`src/rtl/mmio_pkg.sv`:
```
// Shared register-map offsets and LED write-mode encoding for the MMIO hub.
package mmio_pkg;

    localparam int unsigned MMIO_WORDS = 8;
    localparam int unsigned OFF_W      = $clog2(MMIO_WORDS);

    localparam logic [OFF_W-1:0] OFF_BTN_LEVEL = 3'd0;
    localparam logic [OFF_W-1:0] OFF_LED       = 3'd1;
    localparam logic [OFF_W-1:0] OFF_LED_SET   = 3'd2;
    localparam logic [OFF_W-1:0] OFF_LED_CLR   = 3'd3;
    localparam logic [OFF_W-1:0] OFF_LED_TGL   = 3'd4;
    localparam logic [OFF_W-1:0] OFF_BTN_PRESS = 3'd5;
    localparam logic [OFF_W-1:0] OFF_BTN_CODE  = 3'd6;

    typedef enum logic [1:0] {
        LED_WR,
        LED_SET,
        LED_CLR,
        LED_TGL
    } led_mode_e;

endpackage

```
`src/rtl/btn_debounce.sv`:
```
// One button channel: 2-flop synchroniser, stability counter, debounced level
// and a single-cycle pulse coinciding with the level's 0->1 transition.
module btn_debounce #(
    parameter int unsigned DEBOUNCE_CYCLES = 250000
) (
    input  logic clock,
    input  logic reset,
    input  logic btn_raw,
    output logic level,
    output logic rise
);

    localparam int unsigned        CNT_W   = $clog2(DEBOUNCE_CYCLES);
    localparam logic [CNT_W-1:0]   CNT_MAX = CNT_W'(DEBOUNCE_CYCLES - 1);

    logic             sync_a;
    logic             sync_b;
    logic [CNT_W-1:0] cnt;
    logic             settle;

    assign settle = (sync_b != level) && (cnt == CNT_MAX);
    assign rise   = settle && sync_b;

    always_ff @(posedge clock or negedge reset) begin
        if (!reset) begin
            sync_a <= 1'b0;
            sync_b <= 1'b0;
            level  <= 1'b0;
            cnt    <= '0;
        end else begin
            sync_a <= btn_raw;
            sync_b <= sync_a;
            if (sync_b != level) begin
                if (cnt == CNT_MAX) begin
                    level <= sync_b;
                    cnt   <= '0;
                end else begin
                    cnt <= cnt + CNT_W'(1);
                end
            end else begin
                cnt <= '0;
            end
        end
    end

endmodule

```
`src/rtl/mmio_io_hub.sv`:
```
// Data-memory MMIO hub: claims an 8-word window for buttons and LEDs and
// passes all other accesses through to the data RAM.
module mmio_io_hub
    import mmio_pkg::*;
#(
    parameter int unsigned NUM_BTN         = 4,
    parameter int unsigned NUM_LED         = 16,
    parameter int unsigned DEBOUNCE_CYCLES = 250000,
    parameter logic [11:0] BASE_ADDR       = 12'h000
) (
    input  logic               clock,
    input  logic               reset,
    input  logic [NUM_BTN-1:0] btn_raw,
    input  logic               bus_we,
    input  logic [11:0]        bus_addr,
    input  logic [31:0]        bus_wdata,
    input  logic [31:0]        ram_rdata,
    output logic [31:0]        bus_rdata,
    output logic               ram_we,
    output logic [NUM_LED-1:0] led
);

    logic               hit;
    logic [OFF_W-1:0]   offset;
    logic [NUM_BTN-1:0] btn_level;
    logic [NUM_BTN-1:0] btn_rise;
    logic [NUM_BTN-1:0] press_q;
    logic [NUM_BTN-1:0] press_clr;
    logic [31:0]        btn_code;
    logic [31:0]        rd_val;
    logic [31:0]        mmio_q;
    logic               sel_q;
    logic               led_wr_en;
    led_mode_e          led_mode;
    logic [NUM_LED-1:0] led_wdata;
    logic [NUM_LED-1:0] led_next;
    logic               unused_wdata;

    assign hit          = (bus_addr[11:3] == BASE_ADDR[11:3]);
    assign offset       = bus_addr[2:0];
    assign ram_we       = bus_we & ~hit;
    assign led_wdata    = bus_wdata[NUM_LED-1:0];
    assign unused_wdata = ^bus_wdata;
    assign bus_rdata    = sel_q ? mmio_q : ram_rdata;

    for (genvar g = 0; g < NUM_BTN; g++) begin : g_btn
        btn_debounce #(
            .DEBOUNCE_CYCLES(DEBOUNCE_CYCLES)
        ) u_debounce (
            .clock  (clock),
            .reset  (reset),
            .btn_raw(btn_raw[g]),
            .level  (btn_level[g]),
            .rise   (btn_rise[g])
        );
    end

    always_comb begin
        led_wr_en = bus_we & hit;
        led_mode  = LED_WR;
        case (offset)
            OFF_LED:     led_mode = LED_WR;
            OFF_LED_SET: led_mode = LED_SET;
            OFF_LED_CLR: led_mode = LED_CLR;
            OFF_LED_TGL: led_mode = LED_TGL;
            default:     led_wr_en = 1'b0;
        endcase
    end

    always_comb begin
        led_next = led;
        case (led_mode)
            LED_WR:  led_next = led_wdata;
            LED_SET: led_next = led | led_wdata;
            LED_CLR: led_next = led & ~led_wdata;
            LED_TGL: led_next = led ^ led_wdata;
            default: led_next = led;
        endcase
    end

    always_comb begin
        press_clr = '0;
        if (bus_we && hit && offset == OFF_BTN_PRESS) begin
            press_clr = bus_wdata[NUM_BTN-1:0];
        end
    end

    // Lowest-numbered asserted button wins; code is index+1 so 0 means none.
    always_comb begin
        btn_code = '0;
        for (int unsigned i = 0; i < NUM_BTN; i++) begin
            if (btn_level[i] && btn_code == '0) begin
                btn_code = 32'(i + 1);
            end
        end
    end

    always_comb begin
        rd_val = '0;
        case (offset)
            OFF_BTN_LEVEL: rd_val[NUM_BTN-1:0] = btn_level;
            OFF_LED:       rd_val[NUM_LED-1:0] = led;
            OFF_BTN_PRESS: rd_val[NUM_BTN-1:0] = press_q;
            OFF_BTN_CODE:  rd_val = btn_code;
            default:       rd_val = '0;
        endcase
    end

    always_ff @(posedge clock or negedge reset) begin
        if (!reset) begin
            led     <= '0;
            press_q <= '0;
            sel_q   <= 1'b0;
            mmio_q  <= '0;
        end else begin
            if (led_wr_en) begin
                led <= led_next;
            end
            // Set is ORed in after the clear so a coincident rise survives W1C.
            press_q <= (press_q & ~press_clr) | btn_rise;
            sel_q   <= hit;
            mmio_q  <= rd_val;
        end
    end

endmodule

```
`config.mk`:
```
export PLATFORM = sky130hd
export DESIGN_NAME = mmio_io_hub
export DESIGN_NICKNAME = d
export VERILOG_FILES = /design/src/rtl/mmio_pkg.sv /design/src/rtl/btn_debounce.sv /design/src/rtl/mmio_io_hub.sv
export SDC_FILE = /design/constraint.sdc
export NUM_CORES = 1
export LEC_CHECK = 0
export BUFFER_PORTS_ARGS = -buffer_cell sky130_fd_sc_hd__buf_2
export CORE_ASPECT_RATIO = 0.6
export CORE_MARGIN = 2
export CORE_UTILIZATION = 55
export DETAILED_ROUTE_END_ITERATION = 12
export MAX_ROUTING_LAYER = met4
export PLACE_DENSITY = 0.8
export SETUP_SLACK_MARGIN = 0.15
export SLEW_MARGIN = 20
export SYNTH_ARGS = -nofsm -noshare
export SYNTH_HDL_FRONTEND = slang
export SYNTH_SLANG_ARGS = --single-unit
```
`constraint.sdc`:
```
create_clock -name clock -period 4.9 [get_ports clock]
set_input_delay 0.98 -clock clock [delete_from_list [all_inputs] [get_ports clock]]
set_output_delay 0.98 -clock clock [all_outputs]
set_load 0.1 [all_outputs]
```
==> results by group <==
Die
  • Die ar.: 13030 um2
  • Die Height: 89.22 um
  • Die X: 146.0 um
  • I/O pin count: 132
  • Core Area: 11950 um2
  • # rows: 31
  • Starting Density: 0.5572

CTS
  • CTS tree: done
  • CTS Sinks: 121
  • Bufs on Longest Clock Path: 2
  • CTS Hold Buffers Added: 0
  • Worst-skew pair later-pin latency: 0.41 ns
  • Clock slew at reported path FFs: 0.06 ns
  • CTS resizes: 0
  • Total clock buffers created by CTS: 17
  • Root Buffer Master: clkbuf_16
  • CTS HTree Levels: 4
  • Setup Buffers After CTS: 0

Worst hold path
  • Min-delay worst type: flip-flop to flip-flop
  • Worst Hold Path EP: g_btn[3].u_debounce.sync_b$_DFF_PN0_
  • Hold_sp: g_btn[3].u_debounce.sync_a$_DFF_PN0_
  • Hold Path Stages: 0

Detailed routing
  • Via count: 5465
  • Vias/cell: 5.634
  • Final ANT Viol Nets: 0
  • Drt drc: 0
  • Post-Route WL: 16140 um
  • Wire length per cell: 16.64 um
  • Drt pass-1 iters: 5
  • DR iter-0 viols: 468

Synthesis
  • Synth warn: 0
  • Post-Syn Area per Cell: 9.847 um2
  • Compound-Gate Fraction of Synth Area: 0.07368
  • Post-synth top area share: 0.4549
  • Top post-synthesis cells by area: dfrtp_1, ha_1, xnor2_1
  • Synth Area in Simple Gates: 0.2150
  • Main synth FF type: dfrtp_1
  • EDFF count, synth: 0
  • Post-synthesis cell area: 6656 um2
  • Post-Synth Adder-Cell Area: 0.06767
  • Synth cell types: 47
  • Mapped Cells: 676
  • Post-synthesis sequential area ratio: 0.4549
  • Asr flop ratio synth: 1.000
  • Synth area leader: dfrtp_1
  • Yosys reg bits: 121
  • Syn Nets: 795
  • Mux cell area share after synthesis: 0.06410
  • Largest family of logic cells by synthesized area: simple AND/OR/NAND/NOR gates
  • Synth Area in XOR/XNOR: 0.07763

Flow run
  • Max-cap violations: 0

Power
  • LEAKAGE: 0.003493 uW
  • PwrDens: 317.3 nW/um2
  • Clk pwr share: 0.474
  • Max VDD drop: 251.8 uV
  • Seq pwr share: 0.410
  • Switching Fraction: 0.2712
  • Gate power share: 0.116
  • Internal: 1833 uW
  • NetSw: 682.3 uW

Critical path
  • Worst reg2reg path endpoint: g_btn[0].u_debounce.level$_DFFE_PN0P_
  • Worst reg2reg path depth: 4
  • Reg2Reg Setup Slack: 2.63 ns
  • Setup crit start kind: input pin
  • Most frequent cell on the critical path: buf_2
  • Slowest cell on the critical path: or4_1
  • R2R Path Start: g_btn[0].u_debounce.cnt[13]$_DFF_PN0_
  • Critical Path AT: 2.39 ns
  • CP Max Fanout: 3
  • Critical setup path kind: input pin to primary output
  • Critical Path RT: 3.92 ns
  • Crit-path cells: buf_2 > or4_1 > nor3_1 > nor2b_1 > buf_2
  • Endpoint class of the critical path: primary output
  • Slowest stage delay, CP: 0.57 ns

Placed design
  • Buffers on Ports: 115
  • Dpl hpwl: 11310 um
  • Dpl ws: 1.417 ns
  • Routability cong.: 0.8759
  • Dpl cell area: 7357 um2

GRT
  • Initial antenna violation count: 0
  • First-pass GRT wire length: 25890 um
  • Vias in the first global route: 5205
  • Total Routing Usage GR: 0.2618
  • Pin count of the biggest net entering global routing: 56
  • Grt ovf: 0

Timing
  • Final worst setup slack: 1.533 ns
  • Achievable Freq: 297.0 MHz
  • Slew headroom: 0.2564
  • Setup TNS: 0 ns
  • Final setup fails: 0
  • Worst-Margin Slew: 1.115 ns
  • Final hold vios: 0
  • Min Tclk post-route: 3.367 ns
  • RSZ-0062 raised after global routing: false
  • Final period util: 0.6872
  • Setup Skew: 0.005273 ns
  • Max-slew violations: 0

Layout
  • Area Overhead vs Synth: 19.10%
  • Area of the multi-input gates: 3323 um2
  • Antenna diodes: 0
  • Share of layout cells above drive strength 1: 0.2248
  • Post-layout net count: 911
  • FF/Latch Area: 3028 um2
  • Utilization after layout: 0.6636
  • Design area: 7928 um2
  • Filler cells: 916

Outcome
  • Status: finished clean
-- critical path: cells and delay by family --
| kind | cells | cell delay [ns] |
|---|---|---|
| and+or+nand+nor | 3 | 0.99 |
| buffers and inverters | 2 | 0.41 |
-- synthesized netlist by cell type, types with 2 or more instances --
cell      count
nor4b_1       4
and3_1        2
xnor2_1      50
o221ai_1     16
nand3_1      23
o31ai_1       2
mux2_2       21
a22o_1        4
a32o_1        2
nand4b_1      2
nand2_1      20
ha_1         36
a31o_2        3
clkbuf_1     13
xor2_1        9
or3_1         6
inv_1        53
o21ai_1       3
nor2b_1      50
buf_6         3
nor4_1       22
dfrtp_1     121
buf_2         4
nand3b_1      2
a21oi_1      12
or4_1         5
nor2_1       86
o21ai_0      20
mux2i_1      19
nor3_1       26
nand4_1      21
-- routing by layer --
metal	share of wire	vias to the layer above	track usage
met5	0	-	-
met4	0.012	0	0.07590
met3	0.070	25	0.06173
met2	0.47	224	0.4164
met1	0.45	2627	0.3416
li1	-	2589	-
-- layout make-up --
cell class | instances | share of cell area
Inverter | 53 | 0.02509
Timing Repair Buffer | 119 | 0.07670
Tap cell | 165 | 0.02604
Multi-Input combinational cell | 480 | 0.4192
Clock inverter | 13 | 0.01641
Sequential cell | 121 | 0.3819
Clock buffer | 19 | 0.05461
-- worst max-delay path by stage --
| stage | from | endpoint | slack [ns] |
|---|---|---|---|
| CTS | bus_addr[5] | ram_we | 1.51 |
| floorplan | bus_addr[8] | ram_we | 1.44 |
| global placement | bus_addr[0] | led[10]$_DFFE_PN0P_ | 1.52 |
| global route | bus_addr[5] | ram_we | 1.44 |
| finish | bus_addr[5] | ram_we | 1.53 |
| detailed placement | bus_addr[0] | led[7]$_DFFE_PN0P_ | 1.42 |
-- logic make-up (layout without fill, tap and decap cells) --
family | count (synthesis) | in the layout
buffers and inverters | 75 | 204
XOR/XNOR | 59 | 59
adder cells (fa/ha/maj) | 36 | 36
multiplexers | 40 | 40
AND/OR/NAND/NOR | 275 | 275
AO/OA/AOI/OAI | 70 | 70
flip-flops | 121 | 121
-- flip-flops by register name, summed over array words and instances (netlist names) --
signal / cells
g_btn.u_debounce.cnt: 72
g_btn.u_debounce.level: 4
g_btn.u_debounce.sync_a: 4
g_btn.u_debounce.sync_b: 4
led: 16
mmio_q: 16
press_q: 4
sel_q: 1
-- cell usage in the layout (no fill, tap or decap), drive strengths merged, types with 3 or more instances in the layout --
| cell type | count |
|---|---|
| buf | 119 |
| nor4 | 22 |
| or4 | 6 |
| mux2i | 19 |
| ha | 36 |
| o21ai | 24 |
| nor2 | 86 |
| nand2 | 20 |
| clkbuf | 19 |
| nand3 | 23 |
| clkinv | 8 |
| a21oi | 12 |
| o221ai | 16 |
| nor4b | 4 |
| inv | 53 |
| dfrtp | 121 |
| xnor2 | 50 |
| xor2 | 9 |
| nor2b | 50 |
| a31o | 3 |
| or3 | 6 |
| nand4 | 21 |
| a22o | 4 |
| mux2 | 21 |
| clkinvlp | 3 |
| nor3 | 26 |
-- per-stage QoR --
step | hold slack, ns | cells | total power, uW
floorplan | 0.3312 | 676 | 1252
global placement | 0.3367 | 938 | 1330
detailed placement | 0.3471 | 938 | 1340
CTS | 0.3560 | 970 | 2532
global route | 0.3743 | 970 | 2610
finish | 0.3586 | 970 | 2516
-- power by group through the flow --
stage | clock network [uW] | logic [uW] | registers [uW]
floorplan | 0 | 193 | 1060
global placement | 0 | 282 | 1050
detailed placement | 0 | 291 | 1050
CTS | 1210 | 292 | 1030
global route | 1260 | 312 | 1030
finish | 1190 | 291 | 1030
No activity file was read; power rests on OpenSTA's default activity.
